===== src/rtl/pipeline_ctrl_pkg.sv =====
// rtl/pipeline_ctrl_pkg.sv - shared state encoding for the pipeline stall controller
package pipeline_ctrl_pkg;

  localparam int STATE_W     = 2;
  localparam int FLUSH_CNT_W = 3;

  typedef enum logic [STATE_W-1:0] {
    ST_RUN      = 2'd0,
    ST_MEM_WAIT = 2'd1,
    ST_FLUSH    = 2'd2
  } state_t;

endpackage


===== src/rtl/pipeline_stall_controller_if.sv =====
// rtl/pipeline_stall_controller_if.sv - stall sources in, freeze/flush controls out
interface pipeline_stall_controller_if #(
  parameter int CNT_W = 16
);
  logic             hazard_detected;
  logic             branch_taken;
  logic             mem_req;
  logic             mem_ready;
  logic             stat_clr;
  logic             freeze_if;
  logic             bubble_id;
  logic             flush_if;
  logic             freeze_all;
  logic [1:0]       state;
  logic [CNT_W-1:0] stall_count;

  modport master (
    output hazard_detected, branch_taken, mem_req, mem_ready, stat_clr,
    input  freeze_if, bubble_id, flush_if, freeze_all, state, stall_count
  );

  modport slave (
    input  hazard_detected, branch_taken, mem_req, mem_ready, stat_clr,
    output freeze_if, bubble_id, flush_if, freeze_all, state, stall_count
  );
endinterface


===== src/rtl/sat_counter.sv =====
// rtl/sat_counter.sv - saturating up-counter with synchronous clear
module sat_counter #(
  parameter int W = 16
) (
  input  logic         clk,
  input  logic         rst,
  input  logic         clr,
  input  logic         inc,
  output logic [W-1:0] count
);

  logic [W-1:0] count_q;

  always_ff @(posedge clk or posedge rst) begin
    if (rst) begin
      count_q <= '0;
    end else if (clr) begin
      count_q <= '0;
    end else if (inc && (count_q != {W{1'b1}})) begin
      count_q <= count_q + 1'b1;
    end
  end

  assign count = count_q;

endmodule


===== src/rtl/pipeline_stall_controller.sv =====
// rtl/pipeline_stall_controller.sv - arbitrates mem wait > branch > hazard into
// freeze/bubble/flush controls; all controls are Mealy so stalls act in the same cycle.
module pipeline_stall_controller
  import pipeline_ctrl_pkg::*;
#(
  parameter int FLUSH_CYCLES = 1,
  parameter int CNT_W        = 16
) (
  input  logic                        clk,
  input  logic                        rst,
  pipeline_stall_controller_if.slave  ctrl
);

  localparam logic [FLUSH_CNT_W-1:0] FLUSH_RELOAD = FLUSH_CNT_W'(FLUSH_CYCLES - 1);

  state_t                 state_q, state_d;
  logic [FLUSH_CNT_W-1:0] flush_cnt_q, flush_cnt_d;
  logic                   freeze_if_c, bubble_id_c, flush_if_c, freeze_all_c;
  logic                   mem_stall;

  assign mem_stall = ctrl.mem_req & ~ctrl.mem_ready;

  always_ff @(posedge clk or posedge rst) begin
    if (rst) begin
      state_q     <= ST_RUN;
      flush_cnt_q <= '0;
    end else begin
      state_q     <= state_d;
      flush_cnt_q <= flush_cnt_d;
    end
  end

  always_comb begin
    state_d      = state_q;
    flush_cnt_d  = flush_cnt_q;
    freeze_if_c  = 1'b0;
    bubble_id_c  = 1'b0;
    flush_if_c   = 1'b0;
    freeze_all_c = 1'b0;
    case (state_q)
      ST_RUN, ST_MEM_WAIT: begin
        // Once waiting, only mem_ready matters; mem_req may drop while frozen.
        if ((state_q == ST_MEM_WAIT) ? ~ctrl.mem_ready : mem_stall) begin
          freeze_all_c = 1'b1;
          freeze_if_c  = 1'b1;
          state_d      = ST_MEM_WAIT;
        end else if (ctrl.branch_taken) begin
          flush_if_c  = 1'b1;
          bubble_id_c = 1'b1;
          if (FLUSH_CYCLES > 1) begin
            state_d     = ST_FLUSH;
            flush_cnt_d = FLUSH_RELOAD;
          end else begin
            state_d = ST_RUN;
          end
        end else begin
          state_d = ST_RUN;
          if (ctrl.hazard_detected) begin
            freeze_if_c = 1'b1;
            bubble_id_c = 1'b1;
          end
        end
      end
      ST_FLUSH: begin
        if (mem_stall) begin
          freeze_all_c = 1'b1;
          freeze_if_c  = 1'b1;
        end else begin
          flush_if_c  = 1'b1;
          bubble_id_c = 1'b1;
          if (ctrl.branch_taken) begin
            flush_cnt_d = FLUSH_RELOAD;
            state_d     = (FLUSH_CYCLES > 1) ? ST_FLUSH : ST_RUN;
          end else if (flush_cnt_q <= 1) begin
            flush_cnt_d = '0;
            state_d     = ST_RUN;
          end else begin
            flush_cnt_d = flush_cnt_q - 1'b1;
          end
        end
      end
      default: begin
        state_d     = ST_RUN;
        flush_cnt_d = '0;
      end
    endcase
  end

  assign ctrl.freeze_if  = freeze_if_c  & ~rst;
  assign ctrl.bubble_id  = bubble_id_c  & ~rst;
  assign ctrl.flush_if   = flush_if_c   & ~rst;
  assign ctrl.freeze_all = freeze_all_c & ~rst;
  assign ctrl.state      = state_q;

  sat_counter #(
    .W (CNT_W)
  ) u_stall_cnt (
    .clk   (clk),
    .rst   (rst),
    .clr   (ctrl.stat_clr),
    .inc   (ctrl.freeze_if | ctrl.flush_if),
    .count (ctrl.stall_count)
  );

endmodule

===== src/flat_wrapper.sv =====
// flat-port wrapper written by rule: the top's interface ports become plain ports
module pipeline_stall_controller_flat import pipeline_ctrl_pkg::*;
#(
  parameter int FLUSH_CYCLES = 1,
  parameter int CNT_W        = 16
)
  (clk, rst, ctrl_hazard_detected, ctrl_branch_taken, ctrl_mem_req, ctrl_mem_ready, ctrl_stat_clr, ctrl_freeze_if, ctrl_bubble_id, ctrl_flush_if, ctrl_freeze_all, ctrl_state, ctrl_stall_count);
  pipeline_stall_controller_if #(.CNT_W(CNT_W)) ctrl_i ();
  input  logic clk;
  input  logic rst;
  input wire logic [$bits(ctrl_i.hazard_detected)-1:0] ctrl_hazard_detected;
  input wire logic [$bits(ctrl_i.branch_taken)-1:0] ctrl_branch_taken;
  input wire logic [$bits(ctrl_i.mem_req)-1:0] ctrl_mem_req;
  input wire logic [$bits(ctrl_i.mem_ready)-1:0] ctrl_mem_ready;
  input wire logic [$bits(ctrl_i.stat_clr)-1:0] ctrl_stat_clr;
  output wire logic [$bits(ctrl_i.freeze_if)-1:0] ctrl_freeze_if;
  output wire logic [$bits(ctrl_i.bubble_id)-1:0] ctrl_bubble_id;
  output wire logic [$bits(ctrl_i.flush_if)-1:0] ctrl_flush_if;
  output wire logic [$bits(ctrl_i.freeze_all)-1:0] ctrl_freeze_all;
  output wire logic [$bits(ctrl_i.state)-1:0] ctrl_state;
  output wire logic [$bits(ctrl_i.stall_count)-1:0] ctrl_stall_count;
  assign ctrl_i.hazard_detected = ctrl_hazard_detected;
  assign ctrl_i.branch_taken = ctrl_branch_taken;
  assign ctrl_i.mem_req = ctrl_mem_req;
  assign ctrl_i.mem_ready = ctrl_mem_ready;
  assign ctrl_i.stat_clr = ctrl_stat_clr;
  assign ctrl_freeze_if = ctrl_i.freeze_if;
  assign ctrl_bubble_id = ctrl_i.bubble_id;
  assign ctrl_flush_if = ctrl_i.flush_if;
  assign ctrl_freeze_all = ctrl_i.freeze_all;
  assign ctrl_state = ctrl_i.state;
  assign ctrl_stall_count = ctrl_i.stall_count;
  pipeline_stall_controller #(.FLUSH_CYCLES(FLUSH_CYCLES), .CNT_W(CNT_W)) u_core (.clk(clk), .rst(rst), .ctrl(ctrl_i));
endmodule

===== config.mk =====
export PLATFORM = sky130hd
export DESIGN_NAME = pipeline_stall_controller_flat
export DESIGN_NICKNAME = d
export VERILOG_FILES = /design/src/rtl/pipeline_ctrl_pkg.sv /design/src/rtl/pipeline_stall_controller_if.sv /design/src/rtl/sat_counter.sv /design/src/rtl/pipeline_stall_controller.sv /design/src/flat_wrapper.sv
export SDC_FILE = /design/constraint.sdc
export NUM_CORES = 1
export LEC_CHECK = 0
export ABC_AREA = 1
export BUFFER_PORTS_ARGS = -buffer_cell sky130_fd_sc_hd__buf_2
export CORE_ASPECT_RATIO = 0.7
export CORE_MARGIN = 2
export CORE_UTILIZATION = 46
export DETAILED_ROUTE_END_ITERATION = 6
export PLACE_DENSITY = 0.7
export SKIP_LAST_GASP = 1
export SLEW_MARGIN = 10
export SYNTH_ARGS = -nofsm -noshare
export SYNTH_HDL_FRONTEND = slang
export SYNTH_SLANG_ARGS = --single-unit

===== constraint.sdc =====
create_clock -name clk -period 4.05 [get_ports clk]
set_input_delay 0.6075 -clock clk [delete_from_list [all_inputs] [get_ports clk]]
set_output_delay 0.6075 -clock clk [all_outputs]
set_load 0.02 [all_outputs]

# [Yosys cells after proc, flatten, opt, wreduce, memory -nomap -nowiden]
# Index checks and enable logic that the tools add are counted.
[op_classes] bitwise=9 muxes=26 eq_ne=5 add_sub_neg=2 n_reduce_logical=6 magnitude_cmp=1
[ops] cell="16-bit two-way mux" n=2
[ops] cell="16-bit by 1-bit adder with 16-bit output (second input constant)" n=1
[ops] cell="16-bit != test (second input constant)" n=1
[ops] cell="1-bit two-way mux" n=12
[ops] cell="3-bit two-way mux" n=3
[ops] cell="1-bit case mux with 2 select lines" n=4
[ops] cell="2-bit two-way mux" n=3
[ops] cell="3-bit case mux with 2 select lines" n=1
[ops] cell="1-bit AND" n=5
[ops] cell="2-bit case mux with 2 select lines" n=1
[ops] cell="2-bit AND reduction" n=2
[ops] cell="3-bit by 1-bit less-or-equal comparator with 1-bit output (second input constant)" n=1
[ops] cell="3-bit by 2-bit != test with 1-bit output (second input constant)" n=1
[ops] cell="1-bit inverter" n=3
[ops] cell="3-bit by 1-bit subtractor with 3-bit output (second input constant)" n=1
[ops] cell="2-bit by 1-bit == test with 1-bit output (second input constant)" n=1
[ops] cell="2-bit == test (second input constant)" n=1
[ops] cell="2-bit zero test" n=1
[ops] cell="2-bit != test (second input constant)" n=1
[ops] cell="2-bit nonzero test" n=1
[ops] cell="2-bit OR reduction" n=1
[ops] cell="1-bit logical AND" n=1
[ops] cell="1-bit bitwise OR" n=1
[totals] ff_bits=21 output_inout_bits=22 in_bits=7 wordCells=52

# [Longest topological paths before layout]
[depth] depth_word=10 depth_mapped=10

# [Hierarchy]
# Synthesis repeated with hierarchy kept, for this count alone.
[hier_totals] cells_unflattened=178 area_unflattened_um2=1197.4
[modules_own_cells] mod="sat_counter" n_inst=1 area_each_um2=1083.5 cells_per_inst=159
[modules_own_cells] mod="pipeline_stall_controller" n_inst=1 area_each_um2=113.9 cells_per_inst=19

# [Least setup slack after synthesis]
# Ideal clock, no wire load.
[synth_path] path_kind="input to output" start="in rst" end="out ctrl_bubble_id" path_buffers=0 setup_slack_ns=2.150 required_time_ns=3.442 path_stages=3 arrival_ns=1.293 path_cell_list="inv_2 o21ai_1 nor2_1"
[synth_between] elab_chain_len=2
[synth_lines] item="from (decl)" line_no="flat_wrapper.sv:10" rtl="input logic rst;"
[synth_lines] item="1-bit inverter" line_no="pipeline_stall_controller.sv:90" rtl="assign ctrl.bubble_id = bubble_id_c & ~rst;"
[synth_lines] item="1-bit AND" line_no="pipeline_stall_controller.sv:90"
[synth_lines] item="to (decl)" line_no="flat_wrapper.sv:17" rtl="output wire logic [$bits(ctrl_i.bubble_id)-1:0] ctrl_bubble_id;"
# No other way between the ends.

# [Worst setup path after layout]
# Ends and elaborated chain as after synthesis.

==> flow_summary.json <==
{
  "status": "completed",
  "rrSetupSlack_ns": 2.10,
  "final-max-slew-violation-count": 0,
  "wl_per_cell_um": 11.9,
  "worstMarginPinSlew_ns": 0.591,
  "switchingPower_uw": 90.4,
  "cts_sinks": 17,
  "ys.flop_type": "dfrtp_1",
  "setup_viol": 0,
  "synth_cell_type_count": 23,
  "syn_nets": 190,
  "die_y_um": 46.4,
  "dp_hpwl_um": 2250,
  "pwr_density_cell_nw_per_um2": 233,
  "numPortBuffers": 27,
  "sequentialPowerShare_pct": 56.4,
  "cts-resized-gates": 0,
  "crit_top_cell": "buf_2",
  "hold_class": "input pin to asynchronous set/reset pin",
  "synthCells": 182,
  "fmax_ghz": 0.482,
  "yosysSeqAreaShare_pct": 36.1,
  "setup_tns_ns": 0,
  "p_leak_uw": 0.000800,
  "syn_to_final_growth_pct": 15.0,
  "start_util_pct": 48.4,
  "max-slew-margin-rel_pct": 60.5,
  "r2r_start": "u_core.u_stall_cnt.count[0]",
  "cts_htree_levels": 1,
  "antenna_found_initial": 0,
  "drive_above_1_share_pct": 18.7,
  "cp-end-kind": "primary output",
  "track_usage_pct": 21.3,
  "holdWs_ns": 0.300,
  "grt_max_degree": 21,
  "p_comb_share_pct": 15.4,
  "hold_buffers": 0,
  "syn_area_per_cell_um2": 6.48,
  "p_sw_share_pct": 28.7,
  "ir_worst_vdd_v": 0.000128,
  "firstDrtPassIters": 4,
  "period_needed_ns": 2.08,
  "ys_ff_latch": 17,
  "yosysMostFrequentCell": "nand2_1",
  "root_buffer": "clkbuf_4",
  "drc": 0,
  "rows": 15,
  "grt_remaining_overflow": 0,
  "synth.top_cell.area_share_pct": 36.1,
  "synth-edff-count": 0,
  "core_area_um2": 2440,
  "hold_violations": 0,
  "critPathLaunchType": "input pin",
  "grt_pass1_wl_um": 4800,
  "wirelength_um": 2890,
  "clk_path_buf_depth": 2,
  "syn_area_um2": 1180,
  "place_congestion": 0.764,
  "cts_setup_buffers": 0,
  "drt.antenna.violating_nets": 0,
  "die_width_um": 64.5,
  "synth_warnings": 0,
  "async_flop_share_pct": 100,
  "grt_pass1_vias": 1057,
  "cp.arrival_ns": 1.47,
  "cp_max_fo": 20,
  "num_antenna_cells": 0,
  "cp_slowest_cell": "inv_2",
  "critPathTopFamily": "buffers and inverters",
  "power.internal_uw": 225,
  "clkPwrFrac_pct": 28.2,
  "crit_chain": "buf_2 -> inv_2 -> o21ai_1 -> nor2_1 -> buf_2",
  "vias": 1251,
  "drt_iter0_markers": 43,
  "synthTopCellsByCount": "65 x nand2_1, 25 x inv_1, 20 x nor2_1, 17 x dfrtp_1, 15 x nand3_1",
  "fp.dieArea_um2": 2990,
  "rsz0062_at_grt": "no",
  "timing.rr.end": "u_core.u_stall_cnt.count[8]",
  "worst_ep_required_time_ns": 3.44,
  "placed_area_um2": 1330,
  "finalNetCount": 218,
  "slowest_delay_ns": 0.29,
  "viasPerCell": 5.15,
  "critPathKind": "input pin to primary output",
  "maxCapViolCount": 0,
  "yosys-top-cells-area": "dfrtp_1 36%, nand2_1 21%, inv_1 8.0%",
  "cp.buffers_inverters": 3,
  "r2r_cells": 9,
  "clkLatencyLatePin_ns": 0.29,
  "synth_largest_area_cell": "dfrtp_1",
  "cts_tree": "done",
  "num_io_pins": 29,
  "fin_util_pct": 55.6,
  "fin_area_um2": 1360,
  "cts_buffers": 3,
  "fin_skew_ns": 0.00451,
  "finalCritPeriodShare_pct": 51.2,
  "path_clk_slew_ns": 0.09
}
==> power groups by stage <==
stage	clock network, µW	registers [µW]	logic, µW
floorplan	0	185	30.9
global placement	0	181	47.5
detailed placement	0	181	48.6
CTS	92.8	178	48.7
global route	102	179	54.4
finish	89.1	178	48.5
==> worst max path at each step <==
stage / start / end / depth (start not counted)
final: rst / ctrl_bubble_id / 5
after CTS: rst / ctrl_bubble_id / 5
after global routing: rst / u_core.u_stall_cnt.count[8] / 9
after detailed placement: rst / u_core.u_stall_cnt.count[8] / 9
after global placement: rst / u_core.u_stall_cnt.count[8] / 9
after floorplan: rst / ctrl_bubble_id / 3
==> cell usage in the layout, fill, tap and decap left out, types with 3 or more instances in the layout <==
cell and instances:
buf_2 27, clkbuf_4 3, dfrtp_1 17, inv_1 25, inv_2 3, nand2_1 65, nand3_1 15, nand4_1 13
nor2_1 20, nor2_2 3, o21ai_1 3, xor2_1 5
==> registers in the layout, indices dropped and copies added, names as in the netlist <==
name and flops:
u_core.ctrl.state 1, u_core.u_stall_cnt.count 16
==> layout make-up <==
type | instances | area (µm²)
fillers | 263 | 1080
multi-input cells | 133 | 622
repair buffers | 27 | 135
inverters | 28 | 105
flip-flops and latches | 17 | 425
well taps | 34 | 42.5
clock buffers | 4 | 26.3
==> stage by stage <==
step	setup slack, ns	power, µW	instances
detailed placement	1.70	230	239
global route	1.81	335	243
CTS	1.95	320	243
finish	1.97	316	243
global placement	1.77	229	239
floorplan	2.15	216	182
==> cell families (layout without fill, tap and decap cells) <==
logic type | Yosys count | in the layout | synth area share (%)
and+or+nand+nor | 121 | 121 | 45.3
buffers and inverters | 32 | 59 | 11.2
DFF | 17 | 17 | 36.1
AOI/OAI and AO/OA | 5 | 5 | 2.33
xor gates and xnor gates | 5 | 5 | 3.71
adders and majority gates | 1 | 1 | 1.06
other | 1 | 1 | 0.318
==> metal layers <==
| metal | track usage [%] | part of all wire [%] | vias up |
|---|---|---|---|
| met2 | 33.5 | 45 | 46 |
| met4 | 3.83 | 0.42 | 0 |
| met3 | 4.40 | 6.1 | 2 |
| met1 | 30.9 | 49 | 579 |
| li1 | - | - | 624 |
| met5 | 0 | 0 | - |
No activity file was read; power rests on OpenSTA's default activity.
